### config.mk
export PLATFORM = sky130hd
export DESIGN_NAME = i2c_slave_read_bit
export DESIGN_NICKNAME = d
export VERILOG_FILES = /design/src/rtl/i2c_slave_read_bit_pkg.sv /design/src/rtl/i2c_sync_edge.sv /design/src/rtl/i2c_slave_read_bit.sv
export SDC_FILE = /design/constraint.sdc
export NUM_CORES = 1
export LEC_CHECK = 0
export ABC_CLOCK_PERIOD_IN_PS = 1310
export CORE_MARGIN = 2
export CORE_UTILIZATION = 44
export DETAILED_ROUTE_END_ITERATION = 10
export PLACE_DENSITY = 0.7
export SLEW_MARGIN = 20
export SYNTH_ARGS = -nofsm -noshare
export SYNTH_HDL_FRONTEND = slang
export SYNTH_SLANG_ARGS = --single-unit
### constraint.sdc
create_clock -name i_clock -period 1.31 [get_ports i_clock]
set_clock_uncertainty 0.1 [all_clocks]
set_input_delay 0.393 -clock i_clock [delete_from_list [all_inputs] [get_ports i_clock]]
set_output_delay 0.393 -clock i_clock [all_outputs]
set_load 0.01 [all_outputs]
### src/rtl/i2c_slave_read_bit_pkg.sv
// Shared I2C bit codes (common to bit writer and reader) and reader FSM states.
package i2c_slave_read_bit_pkg;

  typedef enum logic [2:0] {
    BIT_IDLE  = 3'b000,
    BIT_START = 3'b010,
    BIT_STOP  = 3'b011,
    BIT_DATA0 = 3'b100,
    BIT_DATA1 = 3'b101
  } bit_code_e;

  typedef enum logic [2:0] {
    ST_IDLE,
    ST_ARMED,
    ST_LOW,
    ST_HIGH,
    ST_DONE
  } rd_state_e;

endpackage

### src/rtl/i2c_sync_edge.sv
// Synchronizes one asynchronous bus pin and flags its edges on the synchronized level.
module i2c_sync_edge #(
  parameter int SYNC_STAGES = 2
) (
  input  logic i_clock,
  input  logic i_reset,
  input  logic i_pin,
  output logic o_level,
  output logic o_rise,
  output logic o_fall
);

  logic [SYNC_STAGES-1:0] r_sync;
  logic                   r_dly;

  // Reset to the bus-idle level so a released bus never looks like an edge.
  always_ff @(posedge i_clock) begin
    if (i_reset) begin
      r_sync <= '1;
      r_dly  <= 1'b1;
    end else begin
      r_sync <= {r_sync[SYNC_STAGES-2:0], i_pin};
      r_dly  <= r_sync[SYNC_STAGES-1];
    end
  end

  assign o_level = r_sync[SYNC_STAGES-1];
  assign o_rise  = r_sync[SYNC_STAGES-1] & ~r_dly;
  assign o_fall  = ~r_sync[SYNC_STAGES-1] & r_dly;

endmodule

### src/rtl/i2c_slave_read_bit.sv
// Observe-only I2C bit decoder: reports START, STOP, DATA_0 or DATA_1 with a one-clock finish pulse.
module i2c_slave_read_bit
  import i2c_slave_read_bit_pkg::*;
#(
  parameter int SYNC_STAGES = 2
) (
  input  logic       i_clock,
  input  logic       i_reset,
  input  logic       i_go,
  input  logic       i_scl,
  input  logic       i_sda,
  output logic       o_finish,
  output logic [2:0] o_bit_type
);

  logic w_scl_s, w_scl_rise, w_scl_fall;
  logic w_sda_s, w_sda_rise, w_sda_fall;

  rd_state_e  r_state;
  logic       r_finish;
  logic [2:0] r_bit_type;
  logic       r_sample;

  i2c_sync_edge #(.SYNC_STAGES(SYNC_STAGES)) u_scl (
    .i_clock(i_clock), .i_reset(i_reset), .i_pin(i_scl),
    .o_level(w_scl_s), .o_rise(w_scl_rise), .o_fall(w_scl_fall)
  );

  i2c_sync_edge #(.SYNC_STAGES(SYNC_STAGES)) u_sda (
    .i_clock(i_clock), .i_reset(i_reset), .i_pin(i_sda),
    .o_level(w_sda_s), .o_rise(w_sda_rise), .o_fall(w_sda_fall)
  );

  always_ff @(posedge i_clock) begin
    if (i_reset) begin
      r_state    <= ST_IDLE;
      r_finish   <= 1'b0;
      r_bit_type <= BIT_IDLE;
      r_sample   <= 1'b0;
    end else begin
      r_finish <= 1'b0;
      if (!i_go && r_state != ST_DONE) begin
        r_state <= ST_IDLE;
      end else begin
        case (r_state)
          ST_IDLE: r_state <= w_scl_s ? ST_ARMED : ST_LOW;
          // scl fall is checked first so a coincident sda edge is not a START/STOP.
          ST_ARMED: begin
            if (w_scl_fall) begin
              r_state <= ST_LOW;
            end else if (w_sda_fall) begin
              r_bit_type <= BIT_START;
              r_finish   <= 1'b1;
              r_state    <= ST_DONE;
            end else if (w_sda_rise) begin
              r_bit_type <= BIT_STOP;
              r_finish   <= 1'b1;
              r_state    <= ST_DONE;
            end
          end
          ST_LOW: begin
            if (w_scl_rise) begin
              r_sample <= w_sda_s;
              r_state  <= ST_HIGH;
            end
          end
          ST_HIGH: begin
            if (w_scl_fall) begin
              r_bit_type <= r_sample ? BIT_DATA1 : BIT_DATA0;
              r_finish   <= 1'b1;
              r_state    <= ST_DONE;
            end else if (w_sda_fall) begin
              r_bit_type <= BIT_START;
              r_finish   <= 1'b1;
              r_state    <= ST_DONE;
            end else if (w_sda_rise) begin
              r_bit_type <= BIT_STOP;
              r_finish   <= 1'b1;
              r_state    <= ST_DONE;
            end
          end
          ST_DONE: r_state <= ST_IDLE;
          default: r_state <= ST_IDLE;
        endcase
      end
    end
  end

  assign o_finish   = r_finish;
  assign o_bit_type = r_bit_type;

endmodule

Word-level counts from Yosys, hierarchy flattened
Index checks and enable logic that the tools add are counted.
Storage, ports and cells
  flip-flop bits (word level): 14
  bits of input ports: 5
  output and inout port bits: 4
  logic and storage cells: 48
Operators by class
  equal/unequal tests: 6
  muxes and demuxes: 18
  bitwise operators: 9
  reductions and logical operators: 7
Operators with widths (number)
  $mux 3: 9
  $pmux 3 s4: 1
  $eq 3x2->1 const B: 2
  $pmux 3 s2: 1
  $reduce_and 3->1: 2
  $mux 1: 5
  $not 1->1: 5
  $and 1x1->1: 4
  $eq 3x1->1 const B: 1
  $logic_not 3->1: 1
  $ne 3x3->1 const B: 1
  $mux 2: 1
  $ne 2x1->1 const B: 1
  $ne 2x2->1 const B: 1
  $pmux 1 s2: 1
  $reduce_bool 2->1: 1
  $reduce_or 2->1: 1
  $logic_and 1x1->1: 1
  $logic_not 1->1: 1

Logic depth before layout (Yosys ltp)
Gate-level depths: netlist of run 1.
  depth in word-level cells: 6
  mapped depth: 6
  gate-level depth less buffers: 6

Hierarchy
From an unflattened synthesis of run 1, not the netlist that was laid out.
Unflattened totals
  cells, all modules: 58
  area total of the unflattened synthesis: 573.0 µm²
By module, submodules not included
  i2c_slave_read_bit: times used 1, cells an instance 42, area each 387.9 µm², sequential area each 160.2 µm²
  i2c_sync_edge: times used 2, cells an instance 8, area each 92.6 µm², sequential area each 60.1 µm²

Least setup slack after synthesis of run 1
No wires, ideal clock.
  path type: reg-to-reg
  start: register u_scl.r_dly
  end: register r_bit_type[1] (netlist: o_bit_type[1])
  library setup time: 116 ps
  arrival time: 1050 ps
  data required time: 1094 ps
  setup slack: 45 ps
  stages on the path, launching flop included: 5
  buffers on the path: 0
  clock period less this slack: 1265 ps
  path through: dfxtp_1 > or3b_1 > nand3_2 > o21bai_1 > and3b_1
On the way
  word-level cells in the longest chain between the ends: 3
  elaborated cells on any way between the ends: 5
  those cells by class: eq/ne (1); mux (2); bitwise (1); reduce/logical (1)
Ends and longest elaborated chain
  start, declared: RTL line i2c_sync_edge.sv:14  | logic r_dly;
  start signal, assigned: RTL line i2c_sync_edge.sv:23  | r_dly <= r_sync[SYNC_STAGES-1];
  $and 1x1->1 (*): RTL line i2c_sync_edge.sv:29  | assign o_fall = ~r_sync[SYNC_STAGES-1] & r_dly;
  $mux 3 or $ne 2x2->1 (tied branches)
  $pmux 3 s2 or $reduce_and 3->1 (tied branches)
  end signal, assigned: RTL line i2c_slave_read_bit.sv:69  | r_bit_type <= r_sample ? BIT_DATA1 : BIT_DATA0;
  end, declared: RTL line i2c_slave_read_bit.sv:21  | logic [2:0] r_bit_type;
Every way passes the cells marked *; elsewhere a longest branch is shown, timed or not.
A chain may end at the register's enable or synchronous reset.

Worst setup path after layout of run 1
  start: input i_go
  end: register r_bit_type[2] (netlist: o_bit_type[2])
On the way
  word-level cells in the longest chain between the ends: 4
Ends and longest elaborated chain
  start, declared: RTL line i2c_slave_read_bit.sv:9  | input logic i_go,
  $logic_not 1->1: RTL line i2c_slave_read_bit.sv:42  | if (!i_go && r_state != ST_DONE) begin
  $logic_and 1x1->1: RTL line i2c_slave_read_bit.sv:42
  $not 1->1 (no line)
  $reduce_and 3->1 (no line)
No other way between the ends.

==> key figures, run 1 <==
Outcome
  • Status: finished with violations
  • Violated checks: negative setup slack

Synth
  • Syn Area/Cell: 9.58 sq um
  • Count leader, synth: dfxtp_1
  • Mux contribution to synthesized area: 0.0535
  • Main combinational cell family by area after synthesis: simple AND/OR/NAND/NOR gates
  • Mapped Cells: 61
  • Post-synthesis xor/xnor area fraction: 0
  • Yosys warns: 0
  • Largest area contributor in the netlist: dfxtp_1
  • Prevailing post-synth register cell: dfxtp_1
  • Post-Synth Adder-Cell Area: 0.0428
  • Post-synthesis async set-or-reset flop share: 0
  • Sequential-to-total area share from yosys stat: 0.480
  • Synth area leaders: dfxtp_1 (48%), or2_2 (5.4%), a21oi_1 (4.3%)
  • Compound-gate portion of the synthesized area: 0.109
  • Share of the synthesized area in the top cell type: 0.480
  • Synthesized-area fraction occupied by and/or/nand/nor cells: 0.261
  • Unique cell type count in the Yosys netlist: 27
  • Number of synthesized flops with an enable pin: 0
  • Post-synth top cells: dfxtp_1 (14), a21oi_1 (5), nor2_1 (5), or2_2 (5), inv_1 (4)
  • Mapped Area: between 500 and 600 sq um
  • Yosys reg bits: 14
  • Syn nets: 68

Place
  • I/O Buffers: 8
  • Place WS: -0.331 ns
  • GPL Wtd Cong: 0.748
  • Dpl hpwl: roughly 860 um

STA
  • Crit share post-route: 1.01
  • Worst Tran Pin Value: around 0.21 ns
  • FMAX: 754 MHz
  • Max Slew Vio Count: 0
  • Final WS setup: -0.0165 ns
  • Worst relative slew slack: 0.856
  • Final setup viols: 3
  • Final Hold Viols: 0
  • RSZ-0062 raised after global routing: yes
  • Clock period minus worst slack: 1.33 ns

GRT
  • Vias in the first global route: roughly 430
  • GR Util All Layers: 0.162
  • Initial antenna violation count: 0
  • First-pass GRT wire length: 1670 um
  • GRT Residual Overflow: 0
  • Largest net degree at the start of global routing: 9

Clock network
  • Cts hold-fix bufs: 0
  • Clock root buffer: clkbuf_4
  • CTS tree: yes
  • H-tree levels: 1
  • CTS Sinks: 14
  • Clk_lat worst skew: 0.28 ns
  • Total CTS buffers: 3
  • CTS clk-pin slew, worst paths: 0.08 ns
  • Max clock buf depth: 2

Final layout
  • Utilization after layout: 0.638
  • Nets: 89
  • Multi-input gate area in the final layout: 312 sq um
  • # diodes: 0
  • Register area: 293 sq um
  • Fillcell total: 107
  • Area delta synth->final: 38.5%
  • Share of post-route cells with drive strength above 1: 0.543

Worst setup path
  • CP delay by family, top: buffers and inverters
  • CP max stage delay: approximately 0.47 ns
  • CP cell instances: clkdlybuf4s50_1 > and2b_2 > nand3_4 > o21ai_2 > a21oi_2
  • CP max-delay cell: clkdlybuf4s50_1
  • Worst Setup Start Kind: input pin
  • Crit path DAT: 1.40 ns
  • Setup CP Type: in2reg
  • Cell count of the worst reg-to-reg path: 4
  • Crit-path max FO: 3
  • Crit path depth: 5
  • Worst Path Buf+Inv: 1
  • CP Capture Type: flop
  • Worst Path Required: 1.39 ns

Route
  • Post-Route WL: 1180 um
  • Avg WL per Cell: about 12 um
  • Pre-antenna DRT Iters: 4
  • Vias: 487
  • Vias per inst: 5.07
  • DRC viols: 0
  • 1st-iter DRT viols: 6
  • Post-DRT Antenna Nets: 0

Flow run
  • Max cap viols: 0

Floorplanning
  • IO Count: 9
  • Die area: approximately 0.0016 sq mm
  • Chip width: about 40 um
  • Starting Density: 0.461
  • CORE AREA: 0.00127 sq mm
  • Die height: 40.4 um
  • # rows: 13

Power and ir drop
  • Pwr per Cell Area: 1040 mW/mm^2
  • Lkg Pwr: 0.000356 uW
  • PnR Total Power: 840 uW
  • Peak supply drop: 0.000863 V

Worst hold path
  • Hold Crit Class: reg2reg
  • Hold depth: 1
-- final timing paths --
check                                     start               to  slack, ns
worst min register to register  u_scl.r_sync[0]  u_scl.r_sync[1]       0.32
worst max-delay path                       i_go    o_bit_type[2]      -0.02
worst min-delay path            u_scl.r_sync[0]  u_scl.r_sync[1]       0.32
worst max register to register      u_scl.r_dly    o_bit_type[1]      -0.01
-- sequential cells by signal, indices dropped and copies added (netlist names) --
register,cells
o_bit_type,3
u_scl.r_dly,1
r_state,3
r_sample,1
u_sda.r_dly,1
u_scl.r_sync,2
o_finish,1
u_sda.r_sync,2
-- report_power, final --
group,switching [uW],internal (uW)
sequential,8.70,436
combinational,37.5,49.7
clock,139,169
-- worst register-to-register path: stages, from the launching register on --
cell and delay, ns:
dfxtp_4 0.38, or3b_4 0.40, nand3_4 0.11, o21bai_1 0.06
and3b_1 0.17
-- metrics by stage --
step                TNS, ns  cells  area (sq um)  hold slack (ns)
floorplan                 0     61           584            0.289
global placement      -2.81     91           734            0.293
detailed placement    -2.79     91           734            0.300
CTS                 -0.0282     95           766            0.320
global route         -0.197     96           810            0.324
finish              -0.0247     96           810            0.315
-- placed cells by master (no fill, tap or decap), types with 2 or more instances in the layout --
| master | n |
|---|---|
| nand2b_1 | 2 |
| dfxtp_2 | 7 |
| mux2i_1 | 2 |
| or2_2 | 4 |
| clkbuf_4 | 3 |
| clkdlybuf4s50_1 | 4 |
| a21oi_2 | 3 |
| nand2_1 | 3 |
| a21oi_1 | 2 |
| buf_2 | 4 |
| dfxtp_1 | 6 |
| buf_4 | 10 |
| inv_1 | 4 |
| nor2_2 | 2 |
| nor2_1 | 3 |
| o21ai_0 | 2 |
-- metal layers --
layer | vias up | track usage | routed length (um)
met5 | - | 0 | 0
met3 | 2 | 0.100 | 52
li1 | 248 | - | -
met2 | 11 | 0.266 | 591
met1 | 226 | 0.180 | 518
met4 | 0 | 0.0250 | 15
-- area by class of cell --
type | count | area share
well taps | 15 | 0.0232
repair buffers | 18 | 0.167
flip-flops and latches | 14 | 0.362
inverters | 4 | 0.0185
clock buffers | 4 | 0.0448
multi-input cells | 41 | 0.385
-- cells by family (layout without fill, tap and decap cells) --
logic type	count (synthesis)	after routing
flops	14	14
compound gates	11	11
buf+inv	6	26
fa+ha+maj	2	2
simple gates	25	25
mux	3	3
-- timing repair --
item,CTS,global route
endpoints found under the setup margin,9,7
pin swaps,0,4
endpoints found under the hold margin,0,0
gates resized for setup,24,13
setup buffers,0,1
No activity file was read; power rests on OpenSTA's default activity.
==> inputs of run 2 (changes only) <==
--- a/config.mk
+++ b/config.mk
@@ -10,7 +10,7 @@
 export CORE_UTILIZATION = 44
 export DETAILED_ROUTE_END_ITERATION = 10
 export PLACE_DENSITY = 0.7
-export SLEW_MARGIN = 20
+export SLEW_MARGIN = 30
 export SYNTH_ARGS = -nofsm -noshare
 export SYNTH_HDL_FRONTEND = slang
 export SYNTH_SLANG_ARGS = --single-unit
==> results of run 2 <==
The final DEF is identical to that of run 1; final timing and power are the same.
==> variant 1 (settings of run 1) <==
The 5 states of `rd_state_e` get a one-hot encoding in 5 bits.
--- a/src/rtl/i2c_slave_read_bit_pkg.sv
+++ b/src/rtl/i2c_slave_read_bit_pkg.sv
@@ -10,10 +10,10 @@
   } bit_code_e;
 
-  typedef enum logic [2:0] {
-    ST_IDLE,
-    ST_ARMED,
-    ST_LOW,
-    ST_HIGH,
-    ST_DONE
+  typedef enum logic [4:0] {
+    ST_IDLE  = 5'b00001,
+    ST_ARMED = 5'b00010,
+    ST_LOW   = 5'b00100,
+    ST_HIGH  = 5'b01000,
+    ST_DONE  = 5'b10000
   } rd_state_e;
 
Function: same outputs for any inputs over 10 cycles, from zero or initial values and one cycle with i_reset high; not proved beyond that.
==> variant 1 against run 1 <==
- the run still ends with setup timing left
- first-iteration DRC count grew to 4.0 times the old value
- total power is 20% higher
- setup slack worse by 88 ps
- critical path depth unchanged
- final cell count up 58%
- hold slack better by 2.0 ps
- sequential cell count grew 2
- area after synthesis grew 52%
- design area is 52% higher
- wire length up 71%
- critical path type is now register to register
- largest power group unchanged
==> variant 1: results (changes against run 1) <==
[sta]
tns_ps=-660.4  ; -635.7 ps
worst_slew_pin_slew_ps=326.7  ; +112.8 ps
setup_slack_ps=-104.0  ; -87.53 ps
setup_viol=10  ; +7

[logic_synthesis]
synth_fp_nets=101  ; +49%
ys_warn_count=0  ; unchanged
yosys-top-cells-count=16 x dfxtp_1, 10 x nor2_1, 5 x nand4_1, 5 x or2_2
yosysUniqueCellTypes=38  ; +41%
ys_seq_area_share_pct=36.11  ; -12 points
syn_avg_cell_area_sq_um=9.437  ; -1.5%
synth.area.top_cells=dfxtp_1 36%, buf_6 5.1%, nor2_1 4.2%

[outcome]
failed_checks=setup timing
outcome=complete, but fails checks

[critical_path]
cp.arrival_ps=1550  ; +150 ps
cp_max_fo=5  ; +2

[detailed_routing]
vias=802  ; +65%
drtAntennaViolNets=0  ; unchanged
routed_wl_mm=2.012  ; +71%

[clock_network]
numCtsBuffers=3  ; unchanged
path_clk_slew_ps=100  ; +20 ps
htreeDepth=1  ; unchanged
clock_latency_ps=300  ; +20 ps

[global_route]
track_usage_pct=18.22  ; +2.0 points
grt_pass1_vias=767  ; +80%
grt_pass1_wl_mm=3.332  ; +100%

[placed_design]
gp_congestion=0.8604  ; +15%
place_hpwl_mm=1.369  ; +59%
placed_cells=138  ; +52%

[power]
peakVddDrop_v=0.0005454  ; -37%
power_leakage_nw=0.5352  ; +51%

[cells_and_area]
nNetsFinal=133  ; +49%
fin_cells=152  ; +58%

## variant 1: cell types whose count changed after synthesis, moves of 3 or more
cell,delta
buf_6,+3
nand4_1,+5
nor2_1,+5
nor2b_1,+3
## variant 1: cell families after synthesis
kind of cell | Yosys count | share of synthesized area [%]
and+or+nand+nor | 45 | 34.28
AOI/OAI and AO/OA | 18 | 15.23
DFF | 16 | 36.11
buffers and inverters | 10 | 8.461
xor gates and xnor gates | 2 | 1.975
adders and majority gates | 2 | 2.820
muxes | 1 | 1.128
## variant 1: worst max-delay path: stages, from the launching register on
cell and delay, ps:
dfxtp_4 370, buf_6 130, and2b_1 190, a21oi_2 50
nor4b_2 300, o221a_1 210
## variant 1: final timing paths
kind / from / end / slack, ps / cells after the start
max: r_state[3] / o_bit_type[1] / -100 / 5
min: u_scl.r_sync[0] / u_scl.r_sync[1] / 320 / 1
max reg2reg: r_state[3] / o_bit_type[1] / -100 / 5
min reg2reg: u_scl.r_sync[0] / u_scl.r_sync[1] / 320 / 1
## variant 1: stage by stage
stage	area [sq um]	total power [mW]	worst slack, ps
after floorplan	887.1	0.6065	-4.961
after global placement	1057	0.6527	-327.5
after detailed placement	1057	0.6554	-353.3
after CTS	1144	0.9945	-127.7
after global routing	1232	1.052	-172.7
final	1232	1.006	-104.0
## variant 1: what timing repair did
item                       in CTS  in global routing
resized for setup              31                 14
pin swaps                       7                  9
buffers inserted                4                  6
setup endpoints to repair      14                 10
## variant 1: report_power, final
group          leakage [nW]  internal, mW  total (mW)  switching (mW)
registers             0.135         0.493       0.510          0.0168
clock network        0.0210         0.170       0.337           0.167
logic                 0.379        0.0906       0.159          0.0685
## variant 1: layer usage
layer  global-route usage (%)  up-vias  wire, microns
met4                    10.00        0             42
li1                         -      393              -
met2                    29.22       19           1023
met5                        0        -              0
met3                    3.988        5             76
met1                    22.65      385            869
## variant 1: area by class of cell
cell class / count / area [sq um]
clock buffer: 4 / 36.28
fill: 164 / 689.4
inverter: 3 / 11.26
multi-input combinational: 68 / 533.0
sequential: 16 / 340.3
tap: 27 / 33.78
timing repair buffer: 34 / 277.8
==> variant 2 (flow settings as in run 1) <==
Made on the original files. `SYNC_STAGES` is set to 2 in 2 places; all go to 4.
--- a/src/rtl/i2c_sync_edge.sv
+++ b/src/rtl/i2c_sync_edge.sv
@@ -1,5 +1,5 @@
 // Synchronizes one asynchronous bus pin and flags its edges on the synchronized level.
 module i2c_sync_edge #(
-  parameter int SYNC_STAGES = 2
+  parameter int SYNC_STAGES = 4
 ) (
   input  logic i_clock,
--- a/src/rtl/i2c_slave_read_bit.sv
+++ b/src/rtl/i2c_slave_read_bit.sv
@@ -3,5 +3,5 @@
   import i2c_slave_read_bit_pkg::*;
 #(
-  parameter int SYNC_STAGES = 2
+  parameter int SYNC_STAGES = 4
 ) (
   input  logic       i_clock,
Check against the original RTL: not equivalent (a bounded check fails within 4 cycles, from zero or initial values and one cycle with i_reset high).
==> variant 2 against run 1 <==
- the run still ends with setup timing left
- clock power up 8.4%
- area after synthesis up 16%
- total power up 16%
- sequential cell count up 4
- combinational power down 14%
- design area up 26%
- via count up 15%
- fmax up 0.76%
- wire length up 23%
- setup slack better by 10 ps
- hold slack about the same
- critical path type is now register to register
- critical endpoint is now o_bit_type[0]
==> variant 2: results (changes against run 1) <==
[outcome]
outcome=complete, but fails checks
failed_checks=setup timing

[cells_and_area]
drive_above_1_share_pct=53.54  ; -0.79 points
fillCellCount=114  ; +6.5%
nNetsFinal=107  ; +20%

[placed_design]
place_ws_ps=-491.6  ; -160.9 ps
place_hpwl_microns=962.1  ; +11%
gp_congestion=0.8195  ; +9.5%
io_buffers=8  ; unchanged

[clock_network]
cts_buffer_depth=2  ; unchanged
clock_tree.root_cell=clkbuf_4
clock_latency_ps=290
path_clk_slew_ps=100  ; +20 ps

[global_route]
grt_max_degree=12  ; +3
grt_pass1_wl_mm=2.387  ; +43%
grt_pass1_vias=584  ; +37%
track_usage_pct=17.74  ; +1.5 points

[sta]
setup_viol=1  ; -2
setup_slack_ps=-6.472  ; +10.00 ps
slew_headroom_pct=80.60  ; -5.0 points

[detailed_routing]
routed_wl_mm=1.451  ; +23%
drt_iter0_drc=5  ; -1
vias=562  ; +15%

[critical_path]
cp_max_fo=4  ; +1
r2r-end=o_bit_type[0]
r2r_cells=5  ; +1
critical_path_class=register to register
rr_startpoint=u_sda.r_dly

[logic_synthesis]
synth-async-reset-ratio_pct=0  ; unchanged
synth_area_sq_um=676.9  ; +16%
ys_seq_area_share_pct=53.23  ; +5.3 points
yosys-top-cells-count=18 x dfxtp_1, 6 x or2_2, 5 x a21oi_1, 5 x nand2_1
synth_top_area_share_pct=53.23  ; +5.3 points
synth.area.top_cells=dfxtp_1 53%, or2_2 5.5%, a21oi_1 3.7%
yosysUniqueCellTypes=25  ; -7.4%
synth_fp_nets=76  ; +12%

[power]
p_int_uw=769.9  ; +17%
power_leakage_nw=0.4557  ; +28%
peakVddDrop_v=0.0006332  ; -27%

[min_path]
worstHoldEndpoint=u_scl.r_sync[1]
hold_depth=1  ; unchanged
worstHoldStart=u_scl.r_sync[0]
hold_class=register to register

==> variant 2: changes by cell type after synthesis, sizes merged, moves of 2 or more <==
cell / run 1 / this run
dfxtp: 14 / 18
nand2: 3 / 6
nand3: 2 / 0
nor2b: 0 / 2
nor3: 1 / 3
or2: 5 / 9
==> variant 2: worst max-delay path, stage by stage, from the launching register on <==
cell and delay (ps):
dfxtp_4 390, inv_4 40, ha_4 170, mux2_4 280
a31oi_4 180, nor3_2 70
==> variant 2: per-layer routing <==
metal	routed length, microns	global-route usage (%)	vias up
met5	0	0	-
li1	-	-	292
met3	43	2.979	2
met2	780	30.15	11
met4	12	12.12	0
met1	614	19.79	257
==> variant 2: final cells by class <==
type	count	area (sq um)	area share (%)
Sequential cell	18	374.1	36.69
Multi-Input combinational cell	46	365.4	35.83
Timing Repair Buffer	27	203.9	20.00
Clock buffer	4	36.28	3.558
Inverter	4	20.02	1.963
Tap cell	16	20.02	1.963
==> variant 2: stage by stage <==
step                cells  hold slack (ps)  area [sq um]  setup TNS (ps)  power [mW]
floorplan              69            283.2         676.9               0      0.6024
global placement      107            291.7         885.9           -4491      0.6374
detailed placement    107            292.9         885.9           -4907      0.6394
CTS                   115            318.2         975.9          -15.07      0.9816
global route          115            315.5          1020          -107.8       1.016
finish                115            315.2          1020          -6.472      0.9729
==> variant 2: what timing repair did <==
| item | CTS | global route |
|---|---|---|
| hold buffers | 0 | 0 |
| buffers inserted | 4 | 0 |
| pin swaps | 8 | 3 |
| resized for setup | 32 | 12 |
| setup endpoints to repair | 12 | 5 |
==> variant 2: cell families (layout without fill, tap and decap cells) <==
| kind of cell | count (synthesis) | after routing | share of synthesized area (%) |
|---|---|---|---|
| AOI/OAI and AO/OA | 12 | 12 | 10.54 |
| adders and majority gates | 2 | 2 | 3.696 |
| buffers and inverters | 5 | 35 | 2.771 |
| DFF | 18 | 18 | 53.24 |
| muxes | 3 | 3 | 4.621 |
| and+or+nand+nor | 29 | 29 | 25.14 |
==> variant 2: worst max-delay path by stage <==
stage	to	slack [ps]
2_1_floorplan	o_bit_type[0]	20
3_3_place_gp	o_bit_type[1]	-430
3_5_place_dp	o_bit_type[1]	-490
4_1_cts	r_state[1]	-20
5_1_grt	r_state[1]	-80
6_report	o_bit_type[0]	-6
==> variant 2: power groups by stage <==
stage          registers, mW  clock network (mW)  logic, mW
3_5_place_dp           0.578                   0     0.0616
5_1_grt                0.566               0.367     0.0823
2_1_floorplan          0.577                   0     0.0254
3_3_place_gp           0.578                   0     0.0596
4_1_cts                0.564               0.347     0.0703
6_report               0.564               0.334     0.0748
